## config.mk

```make
export PLATFORM = sky130hd
export DESIGN_NAME = fpnew_pipe_elastic
export DESIGN_NICKNAME = d
export VERILOG_FILES = /design/src/rtl/fpnew_pipe_elastic.sv
export SDC_FILE = /design/constraint.sdc
export NUM_CORES = 1
export LEC_CHECK = 0
export BUFFER_PORTS_ARGS = -buffer_cell sky130_fd_sc_hd__buf_2
export CAP_MARGIN = 20
export CORE_ASPECT_RATIO = 1.1
export CORE_MARGIN = 10
export CORE_UTILIZATION = 45
export DETAILED_ROUTE_END_ITERATION = 12
export PLACE_DENSITY = 0.75
export SYNTH_ARGS = -nofsm -noshare
export SYNTH_HDL_FRONTEND = slang
export SYNTH_SLANG_ARGS = --single-unit
```

## constraint.sdc

```tcl
create_clock -name clk_i -period 5 [get_ports clk_i]
set_clock_uncertainty 0.15 [all_clocks]
set_input_delay 0.5 -clock clk_i [delete_from_list [all_inputs] [get_ports clk_i]]
set_output_delay 0.5 -clock clk_i [all_outputs]
set_load 0.01 [all_outputs]
```

## src/rtl/fpnew_pipe_elastic.sv

```systemverilog
// Elastic pipeline of NumStages register stages with flush and tag-selective kill.
// RegReady=0 collapses bubbles; RegReady=1 uses main+skid pairs so in_ready_o comes from a flop.
module fpnew_pipe_elastic #(
    parameter int unsigned DataWidth = 32,
    parameter int unsigned TagWidth  = 4,
    parameter int unsigned NumStages = 2,
    parameter int unsigned RegReady  = 0,
    localparam int unsigned Cap  = NumStages * (1 + RegReady),
    localparam int unsigned OccW = (Cap == 0) ? 1 : $clog2(Cap + 1)
) (
    input  logic                 clk_i,
    input  logic                 rst_ni,
    input  logic [DataWidth-1:0] data_i,
    input  logic [TagWidth-1:0]  tag_i,
    input  logic                 in_valid_i,
    output logic                 in_ready_o,
    input  logic                 flush_i,
    input  logic                 kill_i,
    input  logic [TagWidth-1:0]  kill_tag_i,
    output logic [DataWidth-1:0] data_o,
    output logic [TagWidth-1:0]  tag_o,
    output logic                 out_valid_o,
    input  logic                 out_ready_i,
    output logic [OccW-1:0]      occupancy_o,
    output logic                 busy_o
);

    if (NumStages == 0) begin : g_bypass
        assign data_o      = data_i;
        assign tag_o       = tag_i;
        assign out_valid_o = in_valid_i;
        assign in_ready_o  = out_ready_i;
        assign occupancy_o = '0;
        assign busy_o      = in_valid_i;
        logic unused_ok;
        assign unused_ok = ^{clk_i, rst_ni, flush_i, kill_i, kill_tag_i};
    end else if (RegReady == 0) begin : g_collapse
        logic [NumStages-1:0] main_v, rdy, up_v, up_hit;
        logic [DataWidth-1:0] main_d [NumStages];
        logic [TagWidth-1:0]  main_t [NumStages];
        logic [DataWidth-1:0] up_d   [NumStages];
        logic [TagWidth-1:0]  up_t   [NumStages];
        logic                 full;

        // A stage is ready unless it and every stage after it are full while the sink stalls.
        always_comb begin
            // NOTE: every always_comb output gets a default first so no latch can be inferred.
            rdy     = '0;
            full    = 1'b1;
            up_v[0] = in_valid_i;
            up_d[0] = data_i;
            up_t[0] = tag_i;
            for (int k = NumStages - 1; k >= 0; k--) begin
                full   = full && main_v[k];
                rdy[k] = out_ready_i || !full;
            end
            for (int k = 1; k < NumStages; k++) begin
                up_v[k] = main_v[k-1];
                up_d[k] = main_d[k-1];
                up_t[k] = main_t[k-1];
            end
            for (int k = 0; k < NumStages; k++) begin
                up_hit[k] = kill_i && (up_t[k] == kill_tag_i);
            end
        end

        // NOTE: state updates use non-blocking assignments so every stage samples pre-edge values.
        always_ff @(posedge clk_i) begin
            for (int k = 0; k < NumStages; k++) begin
                if (!rst_ni || flush_i)  main_v[k] <= 1'b0;
                else if (rdy[k])         main_v[k] <= up_v[k] && !up_hit[k];
                else                     main_v[k] <= main_v[k] && !(kill_i && main_t[k] == kill_tag_i);
            end
        end

        // NOTE: payload registers are deliberately unreset; only valid bits qualify them.
        always_ff @(posedge clk_i) begin
            for (int k = 0; k < NumStages; k++) begin
                if (up_v[k] && rdy[k] && !flush_i) begin
                    main_d[k] <= up_d[k];
                    main_t[k] <= up_t[k];
                end
            end
        end

        assign in_ready_o  = rdy[0];
        assign out_valid_o = main_v[NumStages-1];
        assign data_o      = main_d[NumStages-1];
        assign tag_o       = main_t[NumStages-1];
        assign occupancy_o = OccW'($countones(main_v));
        assign busy_o      = in_valid_i || (|main_v);
    end else begin : g_skid
        logic [NumStages-1:0] main_v, skid_v, out_v, up_v, dn_rdy;
        logic [NumStages-1:0] km, ks, ki, mv_n, sv_n, m_ld, s_ld;
        logic [DataWidth-1:0] main_d [NumStages];
        logic [DataWidth-1:0] skid_d [NumStages];
        logic [TagWidth-1:0]  main_t [NumStages];
        logic [TagWidth-1:0]  skid_t [NumStages];
        logic [DataWidth-1:0] out_d  [NumStages];
        logic [TagWidth-1:0]  out_t  [NumStages];
        logic [DataWidth-1:0] up_d   [NumStages];
        logic [TagWidth-1:0]  up_t   [NumStages];

        // Each stage is a two-entry queue: main is older than skid, survivors are compacted toward main.
        always_comb begin
            for (int k = 0; k < NumStages; k++) begin
                out_v[k]  = main_v[k] || skid_v[k];
                out_d[k]  = main_v[k] ? main_d[k] : skid_d[k];
                out_t[k]  = main_v[k] ? main_t[k] : skid_t[k];
                dn_rdy[k] = (k == NumStages - 1) ? out_ready_i : !skid_v[(k + 1) % NumStages];
            end
            up_v[0] = in_valid_i;
            up_d[0] = data_i;
            up_t[0] = tag_i;
            for (int k = 1; k < NumStages; k++) begin
                up_v[k] = out_v[k-1];
                up_d[k] = out_d[k-1];
                up_t[k] = out_t[k-1];
            end
            for (int k = 0; k < NumStages; k++) begin
                km[k]   = main_v[k] && !(out_v[k] && dn_rdy[k])
                          && !(kill_i && main_t[k] == kill_tag_i);
                ks[k]   = skid_v[k] && !(out_v[k] && dn_rdy[k] && !main_v[k])
                          && !(kill_i && skid_t[k] == kill_tag_i);
                ki[k]   = up_v[k] && !skid_v[k] && !(kill_i && up_t[k] == kill_tag_i);
                mv_n[k] = km[k] || ks[k] || ki[k];
                sv_n[k] = km[k] ? (ks[k] || ki[k]) : (ks[k] && ki[k]);
                m_ld[k] = !km[k] && (ks[k] || ki[k]);
                s_ld[k] = sv_n[k] && !(km[k] && ks[k]);
            end
        end

        always_ff @(posedge clk_i) begin
            for (int k = 0; k < NumStages; k++) begin
                if (!rst_ni || flush_i) begin
                    main_v[k] <= 1'b0;
                    skid_v[k] <= 1'b0;
                end else begin
                    main_v[k] <= mv_n[k];
                    skid_v[k] <= sv_n[k];
                end
            end
        end

        always_ff @(posedge clk_i) begin
            for (int k = 0; k < NumStages; k++) begin
                if (m_ld[k] && !flush_i) begin
                    main_d[k] <= ks[k] ? skid_d[k] : up_d[k];
                    main_t[k] <= ks[k] ? skid_t[k] : up_t[k];
                end
                if (s_ld[k] && !flush_i) begin
                    skid_d[k] <= up_d[k];
                    skid_t[k] <= up_t[k];
                end
            end
        end

        assign in_ready_o  = !skid_v[0];
        assign out_valid_o = out_v[NumStages-1];
        assign data_o      = out_d[NumStages-1];
        assign tag_o       = out_t[NumStages-1];
        assign occupancy_o = OccW'($countones(main_v) + $countones(skid_v));
        assign busy_o      = in_valid_i || (|main_v) || (|skid_v);
    end

endmodule
```

**Yosys cells after proc, flatten, opt, wreduce, memory -nomap -nowiden**

Memory sizes are Yosys's and may differ from the RTL's.
Index checks and enable logic that the tools add are counted.

- Memories kept: 2
- Input port bits: 46
- Output and inout port bits: 41
- Logic and storage cells: 36
- Memory bits (writable): 72
- Flip-flop bits (word level): 2

- $add $sub $neg: 1
- Reduce and logical (&&, ||, !) cells: 23
- Muxes and demuxes: 6
- Equal/unequal tests: 3

Memories:

| name | words | bits a word | rd ports | clocked after Yosys merged registers in | write ports | RTL line | source |
|---|---|---|---|---|---|---|---|
| g_collapse.main_d | 2 | 32 | 2 | 0 | 2 | 39 | `logic [DataWidth-1:0] main_d [NumStages];` |
| g_collapse.main_t | 2 | 4 | 2 | 0 | 2 | 40 | `logic [TagWidth-1:0] main_t [NumStages];` |

Operator list:

| kind | number |
|---|---|
| $eq 4x4->1 | 3 |
| $logic_and 1x1->1 | 11 |
| $logic_not 1->1 | 7 |
| $mux 1 | 6 |
| $logic_or 1x1->1 | 4 |
| $add 1x1->2 | 1 |
| $reduce_or 2->1 | 1 |

**Depth between registers and ports, before layout**

Gate-level depths: netlist of run 1.

- Word-level depth: 7
- Depth in mapped cells: 4
- Mapped depth without buffers: 4

**Worst setup path after synthesis of run 1**

No wires, ideal clock.

- Kind: input port to flip-flop
- Start point: input flush_i
- End point: memory g_collapse.main_d[1][0], in the netlist g_collapse.main_d[0][32], enable pin
- Setup time: 474 ps
- Path slack: 1,323 ps
- Arrival time: 3,053 ps
- Path buffers: 0
- Stages: 1
- Required time: 4,376 ps
- Path through: nor3_1

RTL lines:

| item | RTL line | source |
|---|---|---|
| start, declared | 17 | `input logic flush_i,` |
| end, declared | 39 |  |

==> results of run 1 <==
logic make-up (layout without fill, tap and decap cells):
kind of cell / count (synthesis) / count (layout) / share of synthesized area, %
adder cells (fa/ha/maj): 2 / 2 / 0.913
AO/OA/AOI/OAI: 3 / 3 / 0.685
XOR/XNOR: 12 / 12 / 3.83
other: 0 / 1 / 0
flip-flops: 74 / 74 / 80.3
AND/OR/NAND/NOR: 16 / 16 / 3.83
buffers and inverters: 39 / 105 / 10.4
power groups by stage:
stage,combinational (mW),clock (mW),sequential [mW]
6_report,0.0525,0.372,0.719
3_3_place_gp,0.0531,0,0.731
5_1_grt,0.0586,0.415,0.721
4_1_cts,0.0543,0.387,0.719
3_5_place_dp,0.0540,0,0.733
2_1_floorplan,0.0277,0,0.731
layout by cell type, fill, tap and decap left out, types with 3 or more instances in the layout:
cell / count
xor2_1: 9
xnor2_1: 3
clkbuf_8: 9
clkinv_1: 3
nand2_1: 3
edfxtp_1: 72
buf_2: 86
layout make-up:
class | instances | area [µm²]
sequential | 74 | 2200
tap | 77 | 96.3
fill | 491 | 2670
clock inverter | 7 | 36.3
timing repair buffer | 87 | 438
multi-input combinational | 33 | 267
clock buffer | 9 | 124
antenna | 1 | 2.50
inverter | 2 | 7.51
metal layers:
layer	wire length [µm]	GRT usage (%)	vias to the layer above
met5	0	0	-
met4	76	5.26	0
met3	657	6.30	8
met2	2240	15.7	70
met1	1630	8.82	589
li1	-	-	614
worst paths after layout:
path                                               from                  endpoint  slack [ps]  cells past startpoint
worst max-delay path               g_collapse.main_v[1]  g_collapse.main_d[0][24]        2920                      4
worst min-delay path                         data_i[21]  g_collapse.main_d[0][21]         200                      1
worst max register to register     g_collapse.main_v[1]  g_collapse.main_d[0][24]        2920                      4
worst min register to register  g_collapse.main_d[0][0]  g_collapse.main_d[0][32]         270                      0
sequential cells by signal, indices dropped and copies added (netlist names):
name	flops
g_collapse.main_t	8
g_collapse.main_v	2
g_collapse.main_d	64
worst register-to-register path: cells and delay by family, from the launching register on:
kind	cells	cell delay, ps
fa+ha+maj	1	250
flops	1	340
simple gates	3	930
Yosys cell counts:
| library cell | number | share of area [%] |
|---|---|---|
| nand2_1 | 3 | 0.41 |
| inv_1 | 2 | 0.27 |
| dfxtp_1 | 2 | 1.5 |
| buf_4 | 37 | 10 |
| nor2_1 | 1 | 0.14 |
| nor2b_1 | 1 | 0.23 |
| nor4_1 | 2 | 0.46 |
| o21ai_0 | 1 | 0.18 |
| xnor2_1 | 3 | 0.96 |
| nand3_1 | 2 | 0.37 |
| a211oi_1 | 1 | 0.27 |
| edfxtp_1 | 72 | 79 |
| or3b_1 | 1 | 0.32 |
| nand2b_1 | 2 | 0.46 |
| nand2b_4 | 1 | 0.50 |
| nor3_1 | 1 | 0.18 |
| nor2b_2 | 1 | 0.32 |
| nor4_2 | 1 | 0.46 |
| o22ai_1 | 1 | 0.23 |
| xor2_1 | 9 | 2.9 |
| ha_1 | 2 | 0.91 |
through the flow:
| stage | utilization, % | instances |
|---|---|---|
| 6_report | 54.3 | 290 |
| 5_1_grt | 54.3 | 289 |
| 4_1_cts | 54.3 | 289 |
| 3_5_place_dp | 51.5 | 273 |
| 3_3_place_gp | 51.5 | 273 |
| 2_1_floorplan | - | 146 |
==> metrics.md, run 1 <==
| Metric | Value |
|---|---|
| Status | finished, final reports clean |
| Net switching power | 0.235 mW |
| 1st-iter DRT viols | 48 |
| Cts bufs inserted | 9 |
| Setup Fix Bufs, Post-CTS | 0 |
| Num rows | 29 |
| DRC Markers | 0 |
| Initial Util | 46.9% |
| Nets | 255 |
| Clk_lat worst skew | 320 ps |
| Ports | 87 |
| DIE AREA | 9620 µm² |
| Leak Pwr | 1.20 nW |
| Detailed placement HPWL | 3.49 mm |
| Setup ws final | 2920 ps |
| CP max stage delay | 750 ps |
| First-pass GRT wire length | 6.84 mm |
| Crit-path max FO | 36 |
| Tcrit/Tclk final | 41.6% |
| WP buf/inv | 0 |
| Worst-margin pin slew | 989 ps |
| Cell area after layout | 3170 µm² |
| Critical Path RT | 4800 ps |
| Post-route ant nets | 0 |
| P_int | 0.908 mW |
| Setup Crit Path Kind | reg -> reg |
| Mapped Avg Cell Area | 18.8 µm² |
| Remaining Overflow, GRT | 0 |
| Total number of vias | 1281 |
| Fin. Hold Viols | 0 |
| CP max stage cell | nor2_4 |
| Pwr per Cell Area | 360 nW/µm² |
| Sequential share of the synthesized area | 80.3% |
| Setup TNS | 0 ps |
| Vias in the first global route | 1398 |
| Clk slew on worst S/H paths | 70 ps |
| Initial antenna violation count | 1 |
| Final setup viols | 0 |
| FF+latch count, synth | 74 |
| CP Capture Type | register |
| Cell Area, Synth | 2740 µm² |
| P&R area growth vs syn | 15.7% |
| Worst VDD drop | 0.154 mV |
| Die height | 102 µm |
| Clock power share | 32.5% |
| DR WL/cell | 15.9 µm |
| IO buf count | 86 |
| Combinational power share | 4.6% |
| FMAX | 0.480 GHz |
| Gp weighted congestion | 0.805 |
| Part of the power in registers | 62.9% |
| Cell area after placement | 3010 µm² |
| Worst path cell trace | ha_1 -> nand2b_4 -> nand2_1 -> nor2_4 |
| Sw Ratio | 20.5% |
| Top delay family on crit path | simple AND/OR/NAND/NOR gates |
| CTS sink cnt | 74 |
| Width of the die | 94.4 µm |
| DP Worst Slack | 2810 ps |
| Ys Warns | 0 |
| Slew margin rel. | 33.9% |
| Worst hold slack | 196 ps |
| RSZ-0062 raised after global routing | no |
| Hold crit path type | in -> reg |
| Power after layout | 1.14 mW |
| CORE AREA | 5840 µm² |
| Total GRT Usage | 9.57% |
| Vias per inst | 4.42 |
| Resize count post-CTS | 0 |
| Drt first pass iters | 4 |
| CTS root buffer | clkbuf_8 |
| Count of cell types in the netlist | 21 |
| Max-Cap Viols | 0 |
| Max-slew violations | 0 |
| Syn Inst Count | 146 |
| Final Critical Period | 2080 ps |
| Hold_buf cts | 0 |
| Share of layout cells above drive strength 1 | 49.5% |
| Max H-tree Level | 3 |
| Startpoint Class | register |
| CTS tree | done |
| Largest net degree at the start of global routing | 37 |
| Post-synthesis net count | 194 |
| Critical Path AT | 1880 ps |
| Final WL | 4.61 mm |
| Clk buf depth | 2 |
Power figures use the tool's default switching activity.
==> run 2: changes to the inputs <==
- PLACE_DENSITY: 0.75 -> 0.78
- clock period: 5 -> 1.7 ns (I/O delays scaled with it)
==> run 2 against run 1 <==
Compared with the run above:
- hold slack worse by 110 ps
- critical path depth rose by 1
- sequential power rose to 2.9 times the previous value
- combinational power increased to 4.5 times the previous value
- setup slack worse by 2800 ps
- fmax increased by 30%
- non-clock buffer count grew 40
- sequential share of layout area down 8.3 points
- first-iteration DRC count increased by 13%
- die area is the same
- critical endpoint is now g_collapse.main_d[0][31]
==> metrics.md, run 2 (synthesized netlist as in run 1, its figures left out) <==
| Metric | Value |
|---|---|
| Largest reg by FF count | g_collapse.main_d |
| CP max stage delay | 350 ps |
| Max-slew violations | 0 |
| Max-Cap Viols | 0 |
| P&R area growth vs syn | 31.6% |
| Most common cell after layout, fill and taps aside | buf_2 |
| Hold crit path type | in -> reg |
| Detailed placement HPWL | 3.60 mm |
| Crit-path max FO | 14 |
| RSZ-0062 raised after global routing | no |
| IO buf count | 86 |
| Nets | 295 |
| CORE AREA | 5840 µm² |
| Startpoint Class | register |
| Final Critical Period | 1600 ps |
| CP max stage cell | dfxtp_2 |
| Setup ws final | 95.6 ps |
| Slew margin rel. | 79.2% |
| CTS sink cnt | 74 |
| Worst path cell trace | ha_1 -> nand2b_4 -> nand2_1 -> nor2_4 -> buf_4 |
| Share of layout cells above drive strength 1 | 43.3% |
| DRC Markers | 0 |
| Initial Util | 46.9% |
| CP Capture Type | register |
| Total number of vias | 1421 |
| Tcrit/Tclk final | 94.4% |
| Final Util | 61.7% |
| CTS root buffer | clkbuf_8 |
| Worst VDD drop | 0.447 mV |
| Final WL | 5.09 mm |
| CTS tree | done |
| Clk slew on worst S/H paths | 70 ps |
| DP Worst Slack | 108 ps |
| Final setup viols | 0 |
| 1st-iter DRT viols | 54 |
| Vias in the first global route | 1645 |
| Ant diodes | 0 |
| DR WL met2 | 2.35 mm |
| Total GRT Usage | 10.7% |
| First-pass GRT wire length | 7.94 mm |
| Vias per inst | 4.32 |
| Setup Crit Path Kind | reg -> reg |
| Width of the die | 94.4 µm |
| Critical Path AT | 1470 ps |
| Initial antenna violation count | 0 |
| Largest register FFs | 64 |
| Worst-margin pin slew | 309 ps |
| Fin. Hold Viols | 0 |
| Num rows | 29 |
| Status | finished, final reports clean |
| Pwr per Cell Area | 955 nW/µm² |
| Critical Path RT | 1570 ps |
| Leak Pwr | 1.38 nW |
| Max H-tree Level | 3 |
| Gp weighted congestion | 0.753 |
| Clk_lat worst skew | 330 ps |
| Met3 wire length | 565 µm |
| Largest regs | g_collapse.main_d x64, g_collapse.main_t x8, g_collapse.main_v x2 |
| Worst R2R Setup Slack | 100 ps |
| Largest net degree at the start of global routing | 37 |
| Clk buf depth | 2 |
| Die height | 102 µm |
| FMAX | 0.623 GHz |
| Drt first pass iters | 4 |
| Worst hold slack | 82.2 ps |
| Remaining Overflow, GRT | 0 |
| Cts bufs inserted | 9 |
| DR top layer | met4 |
| Post-route ant nets | 0 |
| Ports | 87 |
| Setup Fix Bufs, Post-CTS | 0 |
| DIE AREA | 9620 µm² |
| Most frequent cells in the layout | buf_2 (86), edfxtp_1 (72), dlygate4sd3_1 (38) |
| DR WL/cell | 15.5 µm |
| M1 wire length | 2.08 mm |
==> run 2: cell types whose count changed in the layout (fill, tap and decap cells not counted), sizes merged <==
cell         delta
clkbuf          +1
dlygate4sd3    +38
clkinvlp        -1
diode           -1
buf             +2
==> run 2: worst paths after layout <==
path | from | end | cells after the start
setup / recovery | g_collapse.main_v[1] | g_collapse.main_d[0][31] | 5
hold / removal | flush_i | g_collapse.main_v[1] | 4
setup reg to reg | g_collapse.main_v[1] | g_collapse.main_d[0][31] | 5
hold reg to reg | g_collapse.main_d[0][31] | g_collapse.main_d[0][63] | 0
==> run 2: cell type report <==
type,count,area [µm²]
tap,77,96.3
multi-input combinational,33,280
clock inverter,6,33.8
inverter,2,7.51
sequential,74,2200
timing repair buffer,127,858
fill,442,2230
clock buffer,10,128
==> run 2: metrics by stage <==
| step | power (mW) | TNS, ps | instances | area (µm²) |
|---|---|---|---|---|
| finish | 3.44 | 0 | 329 | 3610 |
| global route | 3.60 | 0 | 329 | 3610 |
| CTS | 3.50 | 0 | 329 | 3610 |
| detailed placement | 2.33 | 0 | 275 | 3070 |
| global placement | 2.31 | 0 | 275 | 3070 |
| floorplan | 2.23 | -15110 | 146 | 2770 |
==> run 2: worst max-delay path, delay by kind of cell, from the launching register on <==
kind,cells,cell delay [ps]
simple gates,3,300
flops,1,350
fa+ha+maj,1,250
buf+inv,1,240
==> run 2: what timing repair did <==
item                       CTS  global route
hold buffers                38             0
hold endpoints to repair    38             0
resized for setup            0             0
setup endpoints to repair    0             0
==> run 2: power by group <==
part,switching [mW],internal [mW],total [mW]
registers,0.0222,2.09,2.11
logic,0.0994,0.136,0.235
clock network,0.579,0.517,1.10
total,0.701,2.74,3.44
==> run 2: per-layer routing <==
layer,track usage (%),up-vias
met4,5.96,0
met3,4.84,10
li1,-,696
met2,16.8,78
met1,12.0,637
met5,0,-
==> run 3: changes to the inputs <==
- CELL_PAD_IN_SITES_DETAIL_PLACEMENT: unset -> 1
- CELL_PAD_IN_SITES_GLOBAL_PLACEMENT: unset -> 1
- CORE_UTILIZATION: 45 -> 37
- SLEW_MARGIN: unset -> 20
==> run 3 against run 2 <==
Compared with the run above:
- utilization is 11 points lower
- global-route usage is 0.64 points lower
- highest routed layer unchanged
- die area is 17% higher
==> metrics.md, run 3 (synthesized netlist as in run 1, its figures left out) <==
| Metric | Value |
|---|---|
| DR top layer | met4 |
| Sw Ratio | 20.4% |
| CTS tree | done |
| Crit-path max FO | 36 |
| M1 wire length | 2.12 mm |
| CTS root buffer | clkbuf_8 |
| Worst-margin pin slew | 324 ps |
| Setup Fix Bufs, Post-CTS | 0 |
| Die height | 110 µm |
| Met3 wire length | 574 µm |
| Clk buf depth | 2 |
| Hold crit path type | in -> reg |
| Most frequent cells in the layout | buf_2 (86), edfxtp_1 (72), dlygate4sd3_1 (37) |
| Clock power share | 35.8% |
| Net switching power | 0.747 mW |
| Width of the die | 102 µm |
| Reg2reg start | g_collapse.main_v[1] |
| RSZ-0062 raised after global routing | no |
| P_int | 2.91 mW |
| Nets | 293 |
| Ports | 87 |
| Leak Pwr | 1.39 nW |
| Drt first pass iters | 3 |
| Detailed placement HPWL | 3.92 mm |
| Part of the power in registers | 57.9% |
| Combinational power share | 6.4% |
| Post-route ant nets | 0 |
| Startpoint Class | register |
| Total GRT Usage | 10.1% |
| Setup Crit Path Kind | reg -> reg |
| Critical Path RT | 1580 ps |
| Cell area after placement | 3070 µm² |
| CP Capture Type | register |
| Max H-tree Level | 3 |
| Final setup viols | 0 |
| Largest regs | g_collapse.main_d x64, g_collapse.main_t x8, g_collapse.main_v x2 |
| Slew margin rel. | 78.2% |
| DRC Markers | 0 |
| Critical Path AT | 1450 ps |
| Initial Util | 38.5% |
| Largest net degree at the start of global routing | 37 |
| Gp weighted congestion | 0.700 |
| IO buf count | 86 |
| Setup TNS | 0 ps |
| Num rows | 32 |
| DR WL/cell | 16.3 µm |
| Clk_lat worst skew | 330 ps |
| CP startpoint | g_collapse.main_v[1] |
| Worst VDD drop | 0.447 mV |
| P&R area growth vs syn | 32.5% |
| Max-Cap Viols | 0 |
| Worst R2R Setup Slack | 130 ps |
| FMAX | 0.635 GHz |
| Cell area after layout | 3630 µm² |
| Initial antenna violation count | 1 |
| Remaining Overflow, GRT | 0 |
| Status | finished, final reports clean |
| Largest reg by FF count | g_collapse.main_d |
| DR WL met2 | 2.75 mm |
| Tcrit/Tclk final | 92.6% |
| First-pass GRT wire length | 8.48 mm |
| Most common cell after layout, fill and taps aside | buf_2 |
| Fin. Hold Viols | 0 |
| Total number of vias | 1401 |
| Share of layout cells above drive strength 1 | 44.0% |
| Setup ws final | 126 ps |
| DP Worst Slack | 125 ps |
| Hold path startpoint | out_ready_i |
| Final Critical Period | 1570 ps |
| Max-slew violations | 0 |
| Fillers | 698 |
| 1st-iter DRT viols | 20 |
| Clk slew on worst S/H paths | 70 ps |
| Pwr per Cell Area | 1010 nW/µm² |
| Largest register FFs | 64 |
| DIE AREA | 11300 µm² |
| Vias per inst | 4.17 |
| Vias in the first global route | 1703 |
| Final Util | 51.0% |
| Cts bufs inserted | 9 |
| CORE AREA | 7130 µm² |
| CTS sink cnt | 74 |
| Final WL | 5.48 mm |
## run 3: metrics by stage
stage / hold WS, ps / std cells / power (mW)
5_1_grt: 57.6 / 336 / 3.81
4_1_cts: 30.6 / 335 / 3.71
2_1_floorplan: 119 / 146 / 2.23
6_report: 39.9 / 336 / 3.65
3_3_place_gp: 197 / 282 / 2.31
3_5_place_dp: 198 / 282 / 2.33
## run 3: area by class of cell
class	count	area, µm²	share of cell area (%)
Timing Repair Buffer	125	841	23.1
Clock inverter	6	65.1	1.79
Clock buffer	10	128	3.51
Multi-Input combinational cell	33	280	7.71
Tap cell	85	106	2.93
Inverter	2	7.51	0.207
Sequential cell	74	2200	60.6
Antenna cell	1	2.50	0.0689
## run 3: final timing paths
check | to | depth (start not counted)
worst max-delay path | g_collapse.main_t[0][2] | 5
worst min-delay path | g_collapse.main_v[1] | 3
worst max register to register | g_collapse.main_t[0][2] | 5
worst min register to register | g_collapse.main_d[0][35] | 0
## run 3: repair_timing
| item | 4_1_cts | 5_1_grt |
|---|---|---|
| resized for setup | 0 | 0 |
| hold endpoints to repair | 37 | 0 |
| hold buffers | 37 | 0 |
## run 3: power groups by stage
| stage | Clock [mW] | Sequential [mW] | Combinational [mW] |
|---|---|---|---|
| floorplan | 0 | 2.15 | 0.0844 |
| global placement | 0 | 2.15 | 0.164 |
| detailed placement | 0 | 2.16 | 0.171 |
| CTS | 1.35 | 2.12 | 0.238 |
| global route | 1.43 | 2.12 | 0.259 |
| finish | 1.31 | 2.11 | 0.233 |
## run 3: worst max-delay path: stages, from the launching register on
cell and delay (ps):
dfxtp_2 350, ha_1 240, nand2b_4 90, nand2_1 90, nor2_4 110, buf_12 220
## run 3: metal layers
| metal | global-route usage (%) | vias up |
|---|---|---|
| met4 | 3.63 | 0 |
| li1 | - | 693 |
| met2 | 17.0 | 58 |
| met5 | 0 | - |
| met3 | 5.48 | 5 |
| met1 | 10.4 | 645 |
